--- src/rtl/timer_multi_periph_if.sv ---
// Request/grant register bus between a master and the multi-channel timer.
// The master holds req, addr, wdata and write_en stable until it sees gnt.
interface timer_multi_periph_if #(
  parameter int ADDR_WIDTH = 8,
  parameter int DATA_WIDTH = 32
);
  logic                  req;
  logic                  gnt;
  logic [ADDR_WIDTH-1:0] addr;
  logic [DATA_WIDTH-1:0] wdata;
  logic [DATA_WIDTH-1:0] rdata;
  logic                  write_en;

  modport master (output req, addr, wdata, write_en, input gnt, rdata);
  modport slave  (input req, addr, wdata, write_en, output gnt, rdata);
endinterface

--- src/rtl/timer_multi_periph.sv ---
// N_CH prescaled down-counters with one-shot/periodic modes and read-clear expiry flags.
// Accesses use a fixed-latency req/gnt handshake; irq ORs the enabled expiry flags.
module timer_multi_periph #(
  parameter int N_CH       = 4,
  parameter int CNT_WIDTH  = 16,
  parameter int ADDR_WIDTH = 8,
  parameter int DATA_WIDTH = 32,
  parameter int GNT_DELAY  = 2
) (
  input  logic                 clk,
  input  logic                 reset_n,
  timer_multi_periph_if.slave  bus,
  output logic                 irq
);

  localparam int CHW = ADDR_WIDTH - 2;

  typedef enum logic [1:0] {HS_IDLE, HS_WAIT, HS_GRANT} hs_state_t;
  typedef enum logic [1:0] {CH_IDLE, CH_RUNNING, CH_EXPIRED} ch_state_t;

  hs_state_t             hs_state, hs_next;
  logic [2:0]            wait_cnt, wait_next;
  logic                  enter_grant, rd_fire, wr_fire;
  logic [CHW-1:0]        ch_idx;
  logic [1:0]            reg_idx;
  logic [N_CH-1:0]       sel_ch;
  logic [DATA_WIDTH-1:0] rd_val, rdata_q;
  logic                  irq_q;
  logic                  unused_wdata;

  logic [N_CH-1:0]       reload_en_q, reload_en_d;
  logic [N_CH-1:0]       irq_en_q, irq_en_d;
  logic [N_CH-1:0]       expired_q, expired_d;
  logic [N_CH-1:0]       exp_set;
  logic [7:0]            psc_q [N_CH];
  logic [7:0]            psc_d [N_CH];
  logic [7:0]            psc_cnt_q [N_CH];
  logic [7:0]            psc_cnt_d [N_CH];
  logic [CNT_WIDTH-1:0]  load_q [N_CH];
  logic [CNT_WIDTH-1:0]  load_d [N_CH];
  logic [CNT_WIDTH-1:0]  count_q [N_CH];
  logic [CNT_WIDTH-1:0]  count_d [N_CH];
  ch_state_t             ch_state_q [N_CH];
  ch_state_t             ch_state_d [N_CH];

  assign ch_idx       = bus.addr[ADDR_WIDTH-1:2];
  assign reg_idx      = bus.addr[1:0];
  assign bus.gnt      = (hs_state == HS_GRANT);
  assign bus.rdata    = rdata_q;
  assign irq          = irq_q;
  assign unused_wdata = ^bus.wdata;

  // A LOAD of zero behaves as one so a started channel always counts at least one tick.
  function automatic logic [CNT_WIDTH-1:0] start_val(input logic [CNT_WIDTH-1:0] ld);
    return (ld == '0) ? CNT_WIDTH'(1) : ld;
  endfunction

  always_comb begin
    hs_next     = hs_state;
    wait_next   = wait_cnt;
    enter_grant = 1'b0;
    case (hs_state)
      HS_IDLE: begin
        if (bus.req) begin
          hs_next   = HS_WAIT;
          wait_next = 3'd0;
        end
      end
      HS_WAIT: begin
        if (!bus.req) begin
          hs_next   = HS_IDLE;
          wait_next = 3'd0;
        end else if (wait_cnt == 3'(GNT_DELAY - 1)) begin
          hs_next     = HS_GRANT;
          wait_next   = 3'd0;
          enter_grant = 1'b1;
        end else begin
          wait_next = wait_cnt + 3'd1;
        end
      end
      HS_GRANT: hs_next = HS_IDLE;
      default:  hs_next = HS_IDLE;
    endcase
  end

  // Reads take effect (capture and status clear) on the edge entering grant; writes on the edge leaving it.
  assign rd_fire = enter_grant & ~bus.write_en;
  assign wr_fire = (hs_state == HS_GRANT) & bus.write_en;

  always_comb begin
    for (int i = 0; i < N_CH; i++) begin
      sel_ch[i] = (ch_idx == CHW'(i));
    end
  end

  always_comb begin
    rd_val = '0;
    for (int i = 0; i < N_CH; i++) begin
      if (sel_ch[i]) begin
        case (reg_idx)
          2'd0: begin
            rd_val[15:8] = psc_q[i];
            rd_val[3]    = irq_en_q[i];
            rd_val[2]    = reload_en_q[i];
          end
          2'd1:    rd_val = DATA_WIDTH'(load_q[i]);
          2'd2:    rd_val[0] = expired_q[i];
          default: rd_val = DATA_WIDTH'(count_q[i]);
        endcase
      end
    end
  end

  // An expiry in the same cycle as a status clear keeps the flag set; STOP overrides START.
  always_comb begin
    reload_en_d = reload_en_q;
    irq_en_d    = irq_en_q;
    expired_d   = expired_q;
    exp_set     = '0;
    psc_d       = psc_q;
    psc_cnt_d   = psc_cnt_q;
    load_d      = load_q;
    count_d     = count_q;
    ch_state_d  = ch_state_q;
    for (int i = 0; i < N_CH; i++) begin
      if (ch_state_q[i] == CH_RUNNING) begin
        if (psc_cnt_q[i] == psc_q[i]) begin
          psc_cnt_d[i] = '0;
          if (count_q[i] != '0) begin
            count_d[i] = count_q[i] - CNT_WIDTH'(1);
          end else begin
            exp_set[i]   = 1'b1;
            expired_d[i] = 1'b1;
            if (reload_en_q[i]) count_d[i] = start_val(load_q[i]);
            else                ch_state_d[i] = CH_EXPIRED;
          end
        end else begin
          psc_cnt_d[i] = psc_cnt_q[i] + 8'd1;
        end
      end
      if (rd_fire && sel_ch[i] && (reg_idx == 2'd2)) begin
        if (!exp_set[i]) expired_d[i] = 1'b0;
        if (ch_state_q[i] == CH_EXPIRED) ch_state_d[i] = CH_IDLE;
      end
      if (wr_fire && sel_ch[i]) begin
        case (reg_idx)
          2'd0: begin
            reload_en_d[i] = bus.wdata[2];
            irq_en_d[i]    = bus.wdata[3];
            psc_d[i]       = bus.wdata[15:8];
            if (bus.wdata[4] && !exp_set[i]) expired_d[i] = 1'b0;
            if (bus.wdata[1]) begin
              ch_state_d[i] = CH_IDLE;
              count_d[i]    = count_q[i];
              psc_cnt_d[i]  = psc_cnt_q[i];
            end else if (bus.wdata[0]) begin
              count_d[i]    = start_val(load_q[i]);
              psc_cnt_d[i]  = '0;
              expired_d[i]  = 1'b0;
              ch_state_d[i] = CH_RUNNING;
            end
          end
          2'd1:    load_d[i] = bus.wdata[CNT_WIDTH-1:0];
          default: ;
        endcase
      end
    end
  end

  always_ff @(posedge clk or negedge reset_n) begin
    if (!reset_n) begin
      hs_state <= HS_IDLE;
      wait_cnt <= 3'd0;
      rdata_q  <= '0;
      irq_q    <= 1'b0;
    end else begin
      hs_state <= hs_next;
      wait_cnt <= wait_next;
      rdata_q  <= rd_fire ? rd_val : '0;
      irq_q    <= |(expired_d & irq_en_d);
    end
  end

  always_ff @(posedge clk or negedge reset_n) begin
    if (!reset_n) begin
      reload_en_q <= '0;
      irq_en_q    <= '0;
      expired_q   <= '0;
      for (int i = 0; i < N_CH; i++) begin
        psc_q[i]      <= '0;
        psc_cnt_q[i]  <= '0;
        load_q[i]     <= '0;
        count_q[i]    <= '0;
        ch_state_q[i] <= CH_IDLE;
      end
    end else begin
      reload_en_q <= reload_en_d;
      irq_en_q    <= irq_en_d;
      expired_q   <= expired_d;
      for (int i = 0; i < N_CH; i++) begin
        psc_q[i]      <= psc_d[i];
        psc_cnt_q[i]  <= psc_cnt_d[i];
        load_q[i]     <= load_d[i];
        count_q[i]    <= count_d[i];
        ch_state_q[i] <= ch_state_d[i];
      end
    end
  end

endmodule
--- src/flat_wrapper.sv ---
// flat-port wrapper written by rule: the top's interface ports become plain ports
module timer_multi_periph_flat 
#(
  parameter int N_CH       = 4,
  parameter int CNT_WIDTH  = 16,
  parameter int ADDR_WIDTH = 8,
  parameter int DATA_WIDTH = 32,
  parameter int GNT_DELAY  = 2
)
  (clk, reset_n, irq, bus_req, bus_addr, bus_wdata, bus_write_en, bus_gnt, bus_rdata);
  timer_multi_periph_if #(.ADDR_WIDTH(ADDR_WIDTH), .DATA_WIDTH(DATA_WIDTH)) bus_i ();
  input  logic clk;
  input  logic reset_n;
  output logic irq;
  input wire logic [$bits(bus_i.req)-1:0] bus_req;
  input wire logic [$bits(bus_i.addr)-1:0] bus_addr;
  input wire logic [$bits(bus_i.wdata)-1:0] bus_wdata;
  input wire logic [$bits(bus_i.write_en)-1:0] bus_write_en;
  output wire logic [$bits(bus_i.gnt)-1:0] bus_gnt;
  output wire logic [$bits(bus_i.rdata)-1:0] bus_rdata;
  assign bus_i.req = bus_req;
  assign bus_i.addr = bus_addr;
  assign bus_i.wdata = bus_wdata;
  assign bus_i.write_en = bus_write_en;
  assign bus_gnt = bus_i.gnt;
  assign bus_rdata = bus_i.rdata;
  timer_multi_periph #(.N_CH(N_CH), .CNT_WIDTH(CNT_WIDTH), .ADDR_WIDTH(ADDR_WIDTH), .DATA_WIDTH(DATA_WIDTH), .GNT_DELAY(GNT_DELAY)) u_core (.clk(clk), .reset_n(reset_n), .bus(bus_i), .irq(irq));
endmodule
--- config.mk ---
export PLATFORM = sky130hd
export DESIGN_NAME = timer_multi_periph_flat
export DESIGN_NICKNAME = d
export VERILOG_FILES = /design/src/rtl/timer_multi_periph_if.sv /design/src/rtl/timer_multi_periph.sv /design/src/flat_wrapper.sv
export SDC_FILE = /design/constraint.sdc
export NUM_CORES = 1
export LEC_CHECK = 0
export ABC_CLOCK_PERIOD_IN_PS = 5000
export BUFFER_PORTS_ARGS = -buffer_cell sky130_fd_sc_hd__buf_4
export CAP_MARGIN = 40
export CORE_MARGIN = 2
export CORE_UTILIZATION = 35
export CTS_CLUSTER_DIAMETER = 50
export CTS_CLUSTER_SIZE = 28
export DETAILED_ROUTE_END_ITERATION = 10
export PLACE_DENSITY = 0.48
export SLEW_MARGIN = 20
export SYNTH_ARGS = -nofsm -noshare
export SYNTH_HDL_FRONTEND = slang
export SYNTH_SLANG_ARGS = --single-unit
--- constraint.sdc ---
create_clock -name clk -period 5 [get_ports clk]
set_clock_uncertainty 0.1 [all_clocks]
set_input_delay 0.25 -clock clk [delete_from_list [all_inputs] [get_ports clk]]
set_output_delay 0.25 -clock clk [all_outputs]
set_load 0.005 [all_outputs]
; ---- After elaboration in Yosys (flattened, before gate mapping)
; Index checks and enable logic that the tools add are counted.
[word_totals]
regBits = 250
latch_bits = 0
ram_bits = 0
mem_bits_ro = 0
output_inout_bits = 34
n_memories = 0
[classes]
n_addsub = 9
mul = 0
div = 0
magnitude_cmp = 0
eq_ne = 26
n_shift = 0
muxes = 198
bitwise_logic = 4
reduce_logical = 44
[op_table]
columns = op, n
row1 = $mux 16, 39
row2 = $mux 8, 24
row3 = $mux 32, 4
row4 = $pmux 8 s3, 4
row5 = $mux 2, 43
row6 = $logic_not 16->1, 4
row7 = $reduce_bool 16->1, 4
row8 = $sub 16x1->16 const B, 4
row9 = $mux 1, 63
row10 = $add 8x1->8 const B, 4
row11 = $eq 8x8->1, 4
row12 = $pmux 4 s2, 4
row13 = $pmux 2 s3, 4
row14 = $reduce_and 2->1, 10
row15 = $logic_and 1x1->1, 16
row16 = $eq 2x1->1 const B, 6
row17 = $eq 2x2->1 const B, 6
row18 = $eq 6x2->1 const B, 2
row19 = $ne 3x3->1 const B, 4
row20 = $pmux 1 s3, 4
row21 = $mux 3, 3
row22 = $pmux 1 s2, 4
row23 = $eq 6x1->1 const B, 1
row24 = $logic_not 6->1, 1
row25 = other kinds (14), 19

; ---- Logic depth before layout (Yosys ltp)
; Gate-level depths: netlist (run 1).
[depth]
ltp_word = 15
depth_mapped = 10
ltp_nobuf = 8

; ---- Worst setup path before layout (run 1)
; Ideal clock, no wire load.
[synth_timing]
kind = register to register
from = register u_core.count_q[48] in the netlist's numbering
to = register u_core.count_q[55] in the netlist's numbering
setup_ps = 126
arrival_ps = 2438
path_slack_ps = 2336
path_stages_with_launch = 10
n_path_buf = 1
synth_period_minus_slack_ps = 2664
cell_sequence = dfrtp_1 > inv_1 > ha_1 > nor4b_1 > and4_1 > clkbuf_1 > a2111oi_0 > nand2b_1 > o31ai_1 > a221o_1
[synth_via]
elab_chain_cells = 8
elab_cells_between_ends = 9
[synth_lines]
columns = item, line
row1 = from (decl), timer_multi_periph.sv:41  ; logic [CNT_WIDTH-1:0] count_q [N_CH];
row2 = "from (signal, indexed assignment)", timer_multi_periph.sv:204  ; count_q[i] <= count_d[i];
row3 = $sub 16x1->16 / $reduce_bool 16->1 (equally long branches), "timer_multi_periph.sv:130, timer_multi_periph.sv:129"
row4 = $mux 16 *, timer_multi_periph.sv:129  ; if (count_q[i] != '0) begin
row5 = $mux 16 *, timer_multi_periph.sv:127  ; if (psc_cnt_q[i] == psc_q[i]) begin
row6 = $mux 16 *, timer_multi_periph.sv:126  ; if (ch_state_q[i] == CH_RUNNING) begin
row7 = $mux 16, timer_multi_periph.sv:156  ; end else if (bus.wdata[0]) begin
row8 = $mux 16, timer_multi_periph.sv:152  ; if (bus.wdata[1]) begin
row9 = $mux 16, timer_multi_periph.sv:146  ; case (reg_idx)
row10 = $mux 16 *, timer_multi_periph.sv:145  ; if (wr_fire && sel_ch[i]) begin
; Mark *: on every way between the ends. The rest lies on a longest branch, timed or not. The select of a mux whose other input is x is not followed.
; A chain may end at the register's enable or synchronous reset.

; ---- Final worst setup path (run 1)
[layout_timing]
from = register u_core.count_q[0] in the netlist's numbering
to = register u_core.count_q[10] in the netlist's numbering
; The elaborated chain is that of the path after synthesis.

==> summary.md, run 1 <==
| Metric | Value |
|---|---|
| Fill cell count | 3882 |
| Adder-cell share of the synthesized area | 0.00740 |
| Worst Hold Path Cells | 2 |
| Fin cells | 1976 |
| Multi-input logic area | 7290 um^2 |
| Vias in the first global route | 11510 |
| Mux share of post-synthesis cell area | 0.127 |
| Vias/cell | 5.88 |
| Setup violators final | 0 |
| Pre-CTS WS | 1570 ps |
| Netlist cell types | 81 |
| Largest net degree at the start of global routing | 136 |
| Most common cell in the netlist | dfrtp_1 |
| Layout Nets | 1487 |
| Crit path launch type | flop |
| Register area share after synthesis | 0.433 |
| Post_cts resized | 0 |
| Compound-Gate Fraction of Synth Area | 0.170 |
| Post-route ant nets | 0 |
| Initial DRC Count | 1096 |
| Top cells by count, synth | 234 x dfrtp_1, 111 x nor2_1, 106 x nand2_1, 103 x mux2_2, 76 x a21oi_1 |
| Storage element area | 5860 um^2 |
| 1st-pass router iterations | 5 |
| Clk buf depth | 3 |
| Wire length per cell | 24.2 um |
| Antenna violations before repair | 4 |
| All-layer global routing usage | 0.239 |
| Area of the core | 38400 um^2 |
| RSZ-0062 raised after global routing | false |
| Critical Path AT | 3700 ps |
| WP data required | 5360 ps |
| Post-synthesis xor/xnor area fraction | 0.0388 |
| Rel. slew slack | 0.432 |
| Setup TNS | 0 ps |
| Syn Inst Count | 1390 |
| Clock Sinks | 234 |
| Power Dens Cells | 301 nW/um^2 |
| Async SR Flop Fraction | 1.00 |
| Critical path peak fanout | 11 |
| Synth-to-layout area growth | 15.8% |
| Final setup margin | 1660 ps |
| Simple-Gate Fraction of Synth Area | 0.189 |
| Clock Latency Late Sink | 520 ps |
| CTS root buffer | clkbuf_16 |
| H-Tree Depth | 2 |
| Die Span X | 201 um |
| Yosys reg bits | 234 |
| VDD IR max | 0.000239 V |
| Critical Setup Path Class | flop to flop |
| Worst Setup End Kind | flop |
| Number of port buffers | 45 |
| Top-Level Pins | 78 |
| # placed instances | 1903 |
| Hold WC Path Type | input pin to flop |
| Largest family of logic cells by synthesized area | simple AND/OR/NAND/NOR gates |
| Via count | 11609 |
| Fin crit period | 3340 ps |
| Cell taking the most area after synthesis | dfrtp_1 |
| Cell Area, Synth | 13500 um^2 |
| Initial Utilization | 0.353 |
| Die area | 40300 um^2 |
| Max Cap Violations | 0 |
| Layout cells sized above 1 | 0.174 |
| Status | finished, final reports clean |
| CTS buffer count | 36 |
| Reg clk slew, reported paths | 50 ps |
| Leakage power total | 6.92 nW |
| Syn_area_per_cell | 9.74 um^2 |
| Final hold violation count | 0 |
| Slew @ Worst Pin | 845 ps |
| Post-DP HPWL | 33700 um |
| Post-synth EDFFs | 0 |
| Final Max Tran Viols | 0 |
| Synth Warn # | 0 |
| First-pass GRT wire length | 74100 um |
| Congestion Overflow GR | 0 |
| Synth top area share | 0.433 |
| Post-Route WL | 47900 um |
| TritonCTS clock tree | done |
| Die H | 201 um |
| GPL Wtd Cong | 0.914 |
| Worst-case reg-to-reg path depth | 8 |
| Row count | 72 |
| Tcrit/Tclk final | 0.669 |
| Synth area leaders | dfrtp_1 43%, mux2_2 8.6%, mux2i_1 3.3% |
| Hold_ws | 39.0 ps |
| DRC viols | 0 |
| Post-CTS setup buffers | 0 |
| Predominant post-synthesis flop cell | dfrtp_1 |
| F_max | 299 MHz |
## flip-flops by register name, indices dropped and copies added (netlist names)
register            flops
u_core.reload_en_q      4
u_core.load_q          64
u_core.ch_state_q       8
u_core.irq_en_q         4
u_core.psc_cnt_q       32
u_core.wait_cnt         3
u_core.expired_q        4
u_core.hs_state         2
u_core.bus.rdata       16
u_core.irq              1
u_core.psc_q           32
u_core.count_q         64
## final cells by class
type,count,area share
multi-input combinational,1066,0.465
sequential,234,0.374
clock buffer,44,0.0639
tap,518,0.0414
timing repair buffer,73,0.0378
clock inverter,16,0.0123
inverter,24,0.00575
antenna,1,0.000160
## repair_timing
| item | in CTS | in global routing |
|---|---|---|
| setup endpoints to repair | 0 | 0 |
| hold buffers | 9 | 0 |
| hold endpoints to repair | 129 | 0 |
## cells by family after synthesis
kind of cell    count (synthesis)
xor+xnor                       60
compound gates                338
buf+inv                       105
mux                           152
fa+ha+maj                       8
simple gates                  492
flops                         234
other cells                     1
## where the power goes
group | switching [mW] | internal, mW
combinational | 0.180 | 0.0713
sequential | 0.0188 | 1.91
clock | 0.958 | 1.59
## worst max-delay path, cell delays in order, from the launching register on
cell and delay [ps]:
dfrtp_1 400, inv_1 120, ha_1 190, nor3b_1 550, and3_1 410, and2_1 450, a31oi_1 330, nor2_2 500
a221o_1 250
## cells in the final DEF, fill, tap and decap left out, types with 36 or more instances in the layout
cell type and instances:
dfrtp_1 234, a21oi_1 76, nor3_1 36, nor2_1 111
o21ai_0 71, xnor2_1 37, nor4_1 41, buf_4 58
clkbuf_16 37, mux2_2 103, nand3_1 49, nand2_1 106
mux2i_1 44
## final timing paths
kind                            slack [ps]                                to                           from
worst max-delay path                  1660    u_core.count_q[10]$_DFFE_PN0P_  u_core.count_q[0]$_DFFE_PN0P_
worst min-delay path                    40     u_core.load_q[45]$_DFFE_PN0P_                  bus_wdata[13]
worst max register to register        1660    u_core.count_q[10]$_DFFE_PN0P_  u_core.count_q[0]$_DFFE_PN0P_
worst min register to register         420      u_core.irq_en_q[3]$_DFF_PN0_   u_core.irq_en_q[3]$_DFF_PN0_
max in group asynchronous             3360      u_core.psc_q[17]$_DFFE_PN0P_                        reset_n
min in group asynchronous              230  u_core.psc_cnt_q[11]$_DFFE_PN0P_                        reset_n
## per-stage QoR
stage,area [um^2],power [mW],util
5_1_grt,15700,4.87,0.408
2_1_floorplan,13600,2.07,-
3_5_place_dp,14400,2.20,0.374
3_3_place_gp,14300,2.20,0.374
6_report,15700,4.72,0.408
4_1_cts,15600,4.77,0.408
## routing by layer
layer / up-vias / track usage / part of all wire
li1: 5284 / - / -
met1: 5832 / 0.351 / 0.47
met2: 410 / 0.351 / 0.43
met3: 83 / 0.0469 / 0.071
met4: 0 / 0.0831 / 0.030
met5: - / 0 / 0
(Power assumes the default switching activity.)
==> inputs of run 2 (changes only) <==
--- a/config.mk
+++ b/config.mk
@@ -5,7 +5,7 @@
 export SDC_FILE = /design/constraint.sdc
 export NUM_CORES = 1
 export LEC_CHECK = 0
-export ABC_CLOCK_PERIOD_IN_PS = 5000
+export ABC_CLOCK_PERIOD_IN_PS = 3160
 export BUFFER_PORTS_ARGS = -buffer_cell sky130_fd_sc_hd__buf_4
 export CAP_MARGIN = 40
 export CORE_MARGIN = 2
==> constraint.sdc (replaced) <==
create_clock -name clk -period 3.16 [get_ports clk]
set_clock_uncertainty 0.1 [all_clocks]
set_input_delay 0.158 -clock clk [delete_from_list [all_inputs] [get_ports clk]]
set_output_delay 0.158 -clock clk [all_outputs]
set_load 0.005 [all_outputs]
==> run 2 against run 1 <==
  * Non-clock buffer count up 67
  * Die area unchanged
  * Sequential power up 58%
  * Cell area up 4.0%
==> summary.md, run 2 (synthesized netlist as in run 1, its figures left out) <==
| Metric | Value |
|---|---|
| Post-route ant nets | 0 (unchanged) |
| Die H | 201 um (unchanged) |
| Initial Utilization | 0.353 (unchanged) |
| Largest net degree at the start of global routing | 68 (was 136) |
| Initial DRC Count | 1208 (was 1096) |
| Fill cell count | 3826 (was 3882) |
| CP max-delay cell | or4_1 (was nor3b_1) |
| Max Cap Violations | 0 (unchanged) |
| Most common cell after layout, fill and taps aside | dfrtp_1 (unchanged) |
| GPL Wtd Cong | 0.968 (was 0.914) |
| Clock Latency Late Sink | 540 ps (was 520 ps) |
| Worst Setup End Kind | flop (unchanged) |
| Critical path peak fanout | 6 (was 11) |
| Area of the core | 38400 um^2 (unchanged) |
| Most frequent CP cell | o2bb2ai_1 |
| Leakage power total | 7.29 nW (was 6.92 nW) |
| Status | finished, final reports clean (unchanged) |
| Top-Level Pins | 78 (unchanged) |
| Wire length per cell | 24.5 um (was 24.2 um) |
| Net Sw Power | 1.98 mW (was 1.16 mW) |
| Worst path buffer plus inverter count | 0 (was 1) |
| Rel. slew slack | 0.511 (was 0.432) |
| Hold WC Path Type | input pin to flop (unchanged) |
| Antenna violations before repair | 1 (was 4) |
| Setup TNS | 0 ps (unchanged) |
| Post_cts resized | 0 (unchanged) |
| Crit path largest cell delay | 720 ps (was 550 ps) |
| Tcrit/Tclk final | 0.925 (was 0.669) |
| Vias/cell | 5.81 (was 5.88) |
| Die Span X | 201 um (unchanged) |
| CP delay by family, top | simple AND/OR/NAND/NOR gates (unchanged) |
| Reg clk slew, reported paths | 60 ps (was 50 ps) |
| TritonCTS clock tree | done (unchanged) |
| Layout Nets | 1555 (was 1487) |
| 1st-pass router iterations | 5 (unchanged) |
| Layout cells sized above 1 | 0.207 (was 0.174) |
| First-pass GRT wire length | 76300 um (was 74100 um) |
| Final setup margin | 235 ps (was 1660 ps) |
| Critical-path cell list | or4b_4, or4_1, nand2b_1, o2bb2ai_1, o2bb2ai_1, a211o_1 (was inv_1, ha_1, nor3b_1, and3_1, and2_1, a31oi_1, nor2_2, a221o_1) |
| Crit path launch type | flop (unchanged) |
| Die area | 40300 um^2 (unchanged) |
| Logic pwr share | 0.057 (was 0.053) |
| DRC viols | 0 (unchanged) |
| Power Dens Cells | 472 nW/um^2 (was 301 nW/um^2) |
| Clock Sinks | 234 (unchanged) |
| Clock power share | 0.548 (was 0.539) |
| Setup violators final | 0 (unchanged) |
| Final hold violation count | 0 (unchanged) |
| Critical Path AT | 3240 ps (was 3700 ps) |
| Final Max Tran Viols | 0 (unchanged) |
| Critical Setup Path Class | flop to flop (unchanged) |
| WP data required | 3480 ps (was 5360 ps) |
| Fin crit period | 2920 ps (was 3340 ps) |
| Via count | 11897 (was 11609) |
| RSZ-0062 raised after global routing | false (unchanged) |
| CTS buffer count | 37 (was 36) |
| Hold_ws | 31.9 ps (was 39.0 ps) |
| Vias in the first global route | 11812 (was 11510) |
| Row count | 72 (unchanged) |
| Congestion Overflow GR | 0 (unchanged) |
| CTS root buffer | clkbuf_16 (unchanged) |
| Post-DP HPWL | 35900 um (was 33700 um) |
| Synth-to-layout area growth | 20.5% (was 15.8%) |
| Internal power | 5.71 mW (was 3.56 mW) |
| F_max | 342 MHz (was 299 MHz) |
| Slew @ Worst Pin | 726 ps (was 845 ps) |
| Switching fraction of total power | 0.257 (was 0.245) |
| Top Registers | u_core.count_q (64), u_core.load_q (64) (unchanged) |
| Post-Route WL | 50100 um (was 47900 um) |
| Highest-count cells in the layout ignoring fill and taps | 234 x dfrtp_1, 116 x buf_4, 111 x nor2_1 (was 234 x dfrtp_1, 111 x nor2_1, 106 x nand2_1) |
| All-layer global routing usage | 0.249 (was 0.239) |
| Pre-CTS WS | 251 ps (was 1570 ps) |
| Clk buf depth | 3 (unchanged) |
| Number of port buffers | 45 (unchanged) |
| VDD IR max | 0.000327 V (was 0.000239 V) |
| Flop pwr share | 0.395 (was 0.408) |
| H-Tree Depth | 2 (unchanged) |
-- run 2: cell types whose count changed in the layout (fill, tap and decap cells not counted), sizes merged --
cell	previous run	this run
bufinv	3	4
dlygate4sd3	9	18
clkinv	5	7
clkinvlp	3	4
diode	1	2
inv	29	35
buf	63	122
clkbuf	45	39
-- run 2: metal layers --
layer | routed length [um] | part of all wire | global-route usage | vias to the layer above
li1 | - | - | - | 5436
met1 | 23000 | 0.46 | 0.350 | 5903
met2 | 22000 | 0.44 | 0.378 | 470
met3 | 3420 | 0.068 | 0.0494 | 88
met4 | 1680 | 0.034 | 0.0976 | 0
met5 | 0 | 0 | 0 | -
-- run 2: tightest hold or removal path: cells and delay by family --
family	cells	cell delay [ps]
buffers and inverters	1	210
and+or+nand+nor	1	160
AOI/OAI and AO/OA	1	80
-- run 2: power by group through the flow --
| stage | sequential [mW] | clock [mW] | combinational (mW) |
|---|---|---|---|
| floorplan | 3.08 | 0 | 0.192 |
| global placement | 3.09 | 0 | 0.418 |
| detailed placement | 3.09 | 0 | 0.418 |
| CTS | 3.04 | 4.31 | 0.438 |
| global route | 3.04 | 4.44 | 0.472 |
| finish | 3.04 | 4.22 | 0.437 |
-- run 2: what timing repair did --
action / in CTS / in global routing
buffers inserted: 0 / 0
endpoints found under the setup margin: 0 / 0
hold buffers: 18 / 0
hold endpoints to repair: 283 / 0
-- run 2: final timing paths --
path	startpoint	end	slack [ps]	cells past startpoint
setup / recovery	u_core.wait_cnt[1]$_DFFE_PN0P_	u_core.irq$_DFF_PN0_	240	6
hold / removal	bus_wdata[0]	u_core.ch_state_q[2]$_DFF_PN0_	30	3
setup reg to reg	u_core.wait_cnt[1]$_DFFE_PN0P_	u_core.irq$_DFF_PN0_	240	6
hold reg to reg	u_core.irq_en_q[3]$_DFF_PN0_	u_core.irq_en_q[3]$_DFF_PN0_	430	1
max in group asynchronous	reset_n	u_core.bus.rdata[14]$_DFF_PN0_	2040	3
min in group asynchronous	reset_n	u_core.psc_cnt_q[12]$_DFFE_PN0P_	50	2
-- run 2: through the flow --
stage          cells  utilization  power [mW]  area (um^2)
2_1_floorplan   1405            -        3.27        13600
3_3_place_gp    1964        0.387        3.51        14900
3_5_place_dp    1964        0.387        3.51        14900
4_1_cts         2047        0.425        7.79        16300
5_1_grt         2047        0.425        7.95        16300
6_report        2049        0.425        7.69        16300
-- run 2: area by class of cell --
| class | count | area, um^2 | area share |
|---|---|---|---|
| tap | 518 | 648 | 0.0398 |
| multi-input combinational | 1066 | 7280 | 0.447 |
| sequential | 234 | 5860 | 0.359 |
| timing repair buffer | 140 | 1170 | 0.0715 |
| inverter | 24 | 90.1 | 0.00553 |
| antenna | 2 | 5.00 | 0.000307 |
| clock inverter | 26 | 313 | 0.0192 |
| clock buffer | 39 | 943 | 0.0579 |
